--- config.mk ---
export PLATFORM = sky130hd
export DESIGN_NAME = banco_registros_sb
export DESIGN_NICKNAME = d
export VERILOG_FILES = /design/src/rtl/banco_registros_sb.sv
export SDC_FILE = /design/constraint.sdc
export NUM_CORES = 2
export LEC_CHECK = 0
export BUFFER_PORTS_ARGS = -buffer_cell sky130_fd_sc_hd__buf_2
export CAP_MARGIN = 20
export CORE_UTILIZATION = 50
export DETAILED_ROUTE_END_ITERATION = 6
export HOLD_SLACK_MARGIN = 0.1
export PLACE_DENSITY_LB_ADDON = 0.25
export REMOVE_ABC_BUFFERS = 1
export SKIP_LAST_GASP = 1
export SLEW_MARGIN = 0
export SYNTH_ARGS = -nofsm -noshare
export SYNTH_HDL_FRONTEND = slang
export SYNTH_SLANG_ARGS = --single-unit
--- constraint.sdc ---
create_clock -name CLK -period 9.2 [get_ports CLK]
set_input_delay 0 -clock CLK [delete_from_list [all_inputs] [get_ports CLK]]
set_output_delay 0 -clock CLK [all_outputs]
set_load 0.005 [all_outputs]
--- src/rtl/banco_registros_sb.sv ---
// banco_registros_sb: parametrised 2-read/1-write register file with
// write-to-read bypass, an optional hardwired-zero register and a
// per-register pending-write scoreboard for RAW hazard detection.
//
// Ports:
//   CLK, RST          clock, synchronous active-low reset
//   Add_A/Add_B       read addresses
//   Info_A/Info_B     read data (combinational, bypassed when enabled)
//   Busy_A/Busy_B     pending-write flag of the addressed register (comb.)
//   Issue_En/Dest     mark a destination register as pending
//   Write_En/Add_Dest/Write_Data  write-back port
//   Flush             drop every pending bit
//   Pending_Cnt       registered number of pending registers
module banco_registros_sb #(
    parameter int unsigned DATA_W   = 32,
    parameter int unsigned ADDR_W   = 5,
    parameter int unsigned ZERO_REG = 1,
    parameter int unsigned BYPASS   = 1
) (
    input  logic              CLK,
    input  logic              RST,
    input  logic [ADDR_W-1:0] Add_A,
    input  logic [ADDR_W-1:0] Add_B,
    output logic [DATA_W-1:0] Info_A,
    output logic [DATA_W-1:0] Info_B,
    output logic              Busy_A,
    output logic              Busy_B,
    input  logic              Issue_En,
    input  logic [ADDR_W-1:0] Issue_Dest,
    input  logic              Write_En,
    input  logic [ADDR_W-1:0] Add_Dest,
    input  logic [DATA_W-1:0] Write_Data,
    input  logic              Flush,
    output logic [ADDR_W:0]   Pending_Cnt
);

    localparam int unsigned DEPTH = 2 ** ADDR_W;
    localparam int unsigned CNT_W = ADDR_W + 1;

    logic [DATA_W-1:0] regs [DEPTH];
    logic [DEPTH-1:0]  pending;
    logic [DEPTH-1:0]  pending_next;
    logic [CNT_W-1:0]  cnt_next;
    logic              bypass_a;
    logic              bypass_b;

    // Register 0 is read-only when the hardwired-zero option is on.
    function automatic logic writable(input logic [ADDR_W-1:0] a);
        return !((ZERO_REG != 0) && (a == '0));
    endfunction

    // Same-cycle write-back hitting a read port.
    always_comb begin
        bypass_a = (BYPASS != 0) && Write_En && (Add_Dest == Add_A) && writable(Add_A);
        bypass_b = (BYPASS != 0) && Write_En && (Add_Dest == Add_B) && writable(Add_B);
    end

    // Read ports: zero register, then bypass, then stored value.
    always_comb begin
        Info_A = regs[Add_A];
        Info_B = regs[Add_B];
        if (!writable(Add_A)) begin
            Info_A = '0;
        end else if (bypass_a) begin
            Info_A = Write_Data;
        end
        if (!writable(Add_B)) begin
            Info_B = '0;
        end else if (bypass_b) begin
            Info_B = Write_Data;
        end
    end

    // A register being written this cycle is reported ready under bypass.
    always_comb begin
        Busy_A = pending[Add_A] && !bypass_a;
        Busy_B = pending[Add_B] && !bypass_b;
    end

    // Scoreboard update: write-back clears, a newer issue re-sets, flush wins.
    always_comb begin
        pending_next = pending;
        if (Write_En) begin
            pending_next[Add_Dest] = 1'b0;
        end
        if (Issue_En && writable(Issue_Dest)) begin
            pending_next[Issue_Dest] = 1'b1;
        end
        if (Flush) begin
            pending_next = '0;
        end
    end

    // Popcount of the post-edge scoreboard, registered alongside it.
    always_comb begin
        cnt_next = '0;
        for (int unsigned i = 0; i < DEPTH; i++) begin
            cnt_next = cnt_next + CNT_W'(pending_next[i]);
        end
    end

    // State: register contents, scoreboard and pending count.
    always_ff @(posedge CLK) begin
        if (!RST) begin
            for (int unsigned i = 0; i < DEPTH; i++) begin
                regs[i] <= '0;
            end
            pending     <= '0;
            Pending_Cnt <= '0;
        end else begin
            if (Write_En && writable(Add_Dest)) begin
                regs[Add_Dest] <= Write_Data;
            end
            pending     <= pending_next;
            Pending_Cnt <= cnt_next;
        end
    end

endmodule
==> results.md <==
* Top FF cell, synth: edfxtp_1
* Yosys top cell area share at 52.8%
* Worst rel slew slack at 15.2%
* Remaining DRCs at 0
* TritonRoute pass-1 iters at 6
* Vias per cell at 6.75
* Final setup fails at 0
* Syn. warnings at 0
* Synth Cell Area at 58300 um2
* Post-CTS Setup Bufs at 0
* Max Cap Viol at 0
* Crit-path most repeated cell: fa_1
* DR WL/cell at 33.5 um
* Die area at 118000 um2
* CTS root buffer: clkbuf_16
* Leak Pwr at 22.5 nW
* Placed cell count at 5591
* Port bufs at 128
* DRT Wirelength at 196 mm
* Post-synth EDFFs at 1024
* Syn Area/Cell at 13.7 um2
* R2r setup slk at 4010 ps
* Fraction of registers with async set/reset at 0%
* Worst reg2reg path depth at 17
* Total power draw at 0.0117 W
* Fillers at 9063
* Crit path launch type: primary input
* Max incr delay on CP at 570 ps
* Post-layout instance count excluding filler cells at 5860
* Xor and xnor area share after synthesis at 0.180%
* Synth Area in Compound Gates at 5.99%
* DRT iter0 DRCs at 6042
* Gate Count Post-Synth at 4259
* Synth-to-layout area growth at 10.6%
* Hold path depth at 5
* RSZ-0062 raised after global routing: no
* Worst Setup Path Type: primary input to flip-flop
* Final Hold Viols at 0
* Minimum clock period at 6180 ps
* NumNets Final at 4336
* Register area share after synthesis at 54.1%
* Total track usage at 33.2%
* Antenna violations before repair at 5
* Global-route wire length before repair at 278 mm
* Worst-Margin Slew at 1260 ps
* Post-DRT Antenna Nets at 0
* TritonCTS Buffers at 112
* Final period utilization at 67.1%
* H-tree depth at 3
* Synth top area cells: edfxtp_1 53%, mux4_2 14%, and2_1 11%
* Outcome: complete, no violations
* CORE AREA at 115000 um2
* Clk_lat worst skew at 720 ps
* Maximum clock insertion buffer count at 3
* Final GP Congestion at 0.902
* Finished layout cell area at 64400 um2
* Mux contribution to synthesized area at 20.3%
* CTS resizes at 0
* Via count at 39600
* Critical Path RT at 9780 ps
* Worst Skew at 24.3 ps
* Gr ovfl total at 0
* Synth area leader: edfxtp_1
* Hold_buf cts at 49
* Placed cell areas at 60300 um2
* CTS tree: yes
* Worst setup EP type: flip-flop
* Main combinational cell family by area after synthesis: multiplexers
* Cell variety after synth at 67
* Ports at 129
* Maximum vdd drop at 0.141 mV
* Crit path max fanout at 8
* Worst-path cell with the longest stage delay: dlygate4sd3_1
* Clock Sinks at 1062
* Post-Synth Adder-Cell Area at 0.975%
* Area of the multi-input gates at 25200 um2
* Hold Path Class: primary input to flip-flop
* Post-synthesis simple-gate area fraction at 14.6%
* Max Slew Vio Count at 0
* Fmax at 162 MHz
* Die height at 343 um
* Vias in the first global route at 38300
* Largest net degree at the start of global routing at 100
* Yosys reg bits at 1062
* Seq. cell area at 31500 um2
* Setup TNS at 0 ps
* Critical-path cell list: dlygate4sd3_1, buf_2, nand2_1, dlygate4sd3_1, nor2_1, nand2_1, dlygate4sd3_1, a21o_1, fa_1, fa_1, inv_1, fa_1, inv_1, fa_1, fa_1, inv_1, fa_1, ha_1, fa_1, a21o_1, a21oi_1, xor2_1, nor2_1
* Cell Pwr Density at 181 nW/um2
* Rows at 124
* Die X at 343 um
* WP data arrival at 6750 ps
* Starting density of the core at 50.7%
* CTS clk-pin slew, worst paths at 60 ps
* Fraction of layout cells with a size suffix above 1 at 23.2%
* DP Wirelength at 114 mm
synth_stat cells, types with 4 or more instances:
cell type,instances
a21o_1,25
and2_1,1008
buf_2,73
nand3b_1,5
fa_1,24
nor2b_1,8
o21ai_0,81
nand4_1,4
mux2_1,22
a22o_1,5
a31oi_1,7
buf_4,39
a21oi_1,81
edfxtp_1,1024
nor3_1,44
nand2_1,69
nand3_1,21
o22ai_1,136
dfxtp_1,38
a211o_1,19
ha_1,7
nor2_1,169
o221ai_1,9
nand2b_1,7
a22oi_1,65
mux4_2,366
mux2i_1,188
nor3b_1,5
xnor2_1,11
a211oi_1,4
nor3_2,28
inv_1,26
o211ai_1,24
buf_6,23
nor4_1,61
a221oi_1,41
clkbuf_1,292
mux2_2,130
buf_1,16
report_power, final:
| part | internal (W) | switching (W) | total (W) |
|---|---|---|---|
| registers | 0.00556 | 0.000129 | 0.00569 |
| logic | 0.000566 | 0.000900 | 0.00147 |
| clock network | 0.00253 | 0.00197 | 0.00450 |
| total | 0.00866 | 0.00300 | 0.0117 |
stage by stage:
stage	hold slack (ps)	util, %	worst slack, ps
after detailed placement	391	52.4	3100
after global placement	404	52.4	3170
final	145	56.1	3020
after global routing	180	56.0	2770
after floorplan	79.3	-	4220
after CTS	160	56.0	3110
routing by layer:
layer  vias up  wire length [um]  GRT usage (%)
li1      16100                 -              -
met3       443             26600           9.42
met5         -                 0              0
met1     20000             75300           46.7
met4         0              7370           12.6
met2      2962             86900           49.0
layout make-up:
class	count	share of cell area [%]
repair buffers	290	3.33
flip-flops and latches	1062	48.9
clock buffers	140	4.61
diodes	6	0.0233
inverters	29	0.169
clock inverters	68	0.926
multi-input cells	2753	39.1
well taps	1512	2.94
path summary, 6_finish.rpt:
path                                    end                   start
setup reg to reg  Pending_Cnt[4]$_SDFF_PN0_  pending[23]$_SDFF_PN0_
hold reg to reg      pending[23]$_SDFF_PN0_  pending[23]$_SDFF_PN0_
setup / recovery  Pending_Cnt[4]$_SDFF_PN0_           Issue_Dest[3]
hold / removal       pending[13]$_SDFF_PN0_             Add_Dest[3]
cell families (layout without fill, tap and decap cells):
group | Yosys count | after routing
flip-flops | 1062 | 1062
adder cells (fa/ha/maj) | 31 | 31
XOR/XNOR | 12 | 12
AND/OR/NAND/NOR | 1448 | 1448
other | 1 | 38
AO/OA/AOI/OAI | 524 | 524
multiplexers | 706 | 706
buffers and inverters | 475 | 527
sequential cells by signal, indices dropped and copies added (netlist names):
signal and flops:
pending 32, Pending_Cnt 6, regs 1024
placed cells by master (no fill, tap or decap), types with 7 or more instances in the layout:
cell / n
nand3_1: 21
a211o_1: 19
mux4_2: 366
mux2_2: 130
edfxtp_1: 1024
dfxtp_1: 38
nor2_2: 18
xnor2_1: 11
bufinv_16: 9
conb_1: 32
clkbuf_16: 115
clkinv_1: 28
o21ai_4: 30
o22ai_1: 136
mux2_1: 22
buf_2: 125
clkbuf_1: 24
nor2b_1: 7
nor2_1: 137
a21o_1: 25
a31oi_1: 7
mux2i_1: 188
nor2_4: 16
and2_1: 1007
o221ai_1: 9
o21ai_0: 51
a22oi_1: 65
buf_4: 103
nor3_1: 42
a21oi_1: 81
nor3_2: 29
fa_1: 24
o211ai_1: 24
inv_1: 26
dlygate4sd3_1: 49
nor4_1: 61
ha_1: 7
a221oi_1: 41
clkinv_2: 20
nand2_1: 67
worst max-delay path: cells and delay by family:
kind,cells,cell delay [ps]
buf+inv,7,2010
xor+xnor,1,160
simple gates,4,430
compound gates,3,530
fa+ha+maj,8,3610
Note: power is estimated with default switching activity, not from simulation.
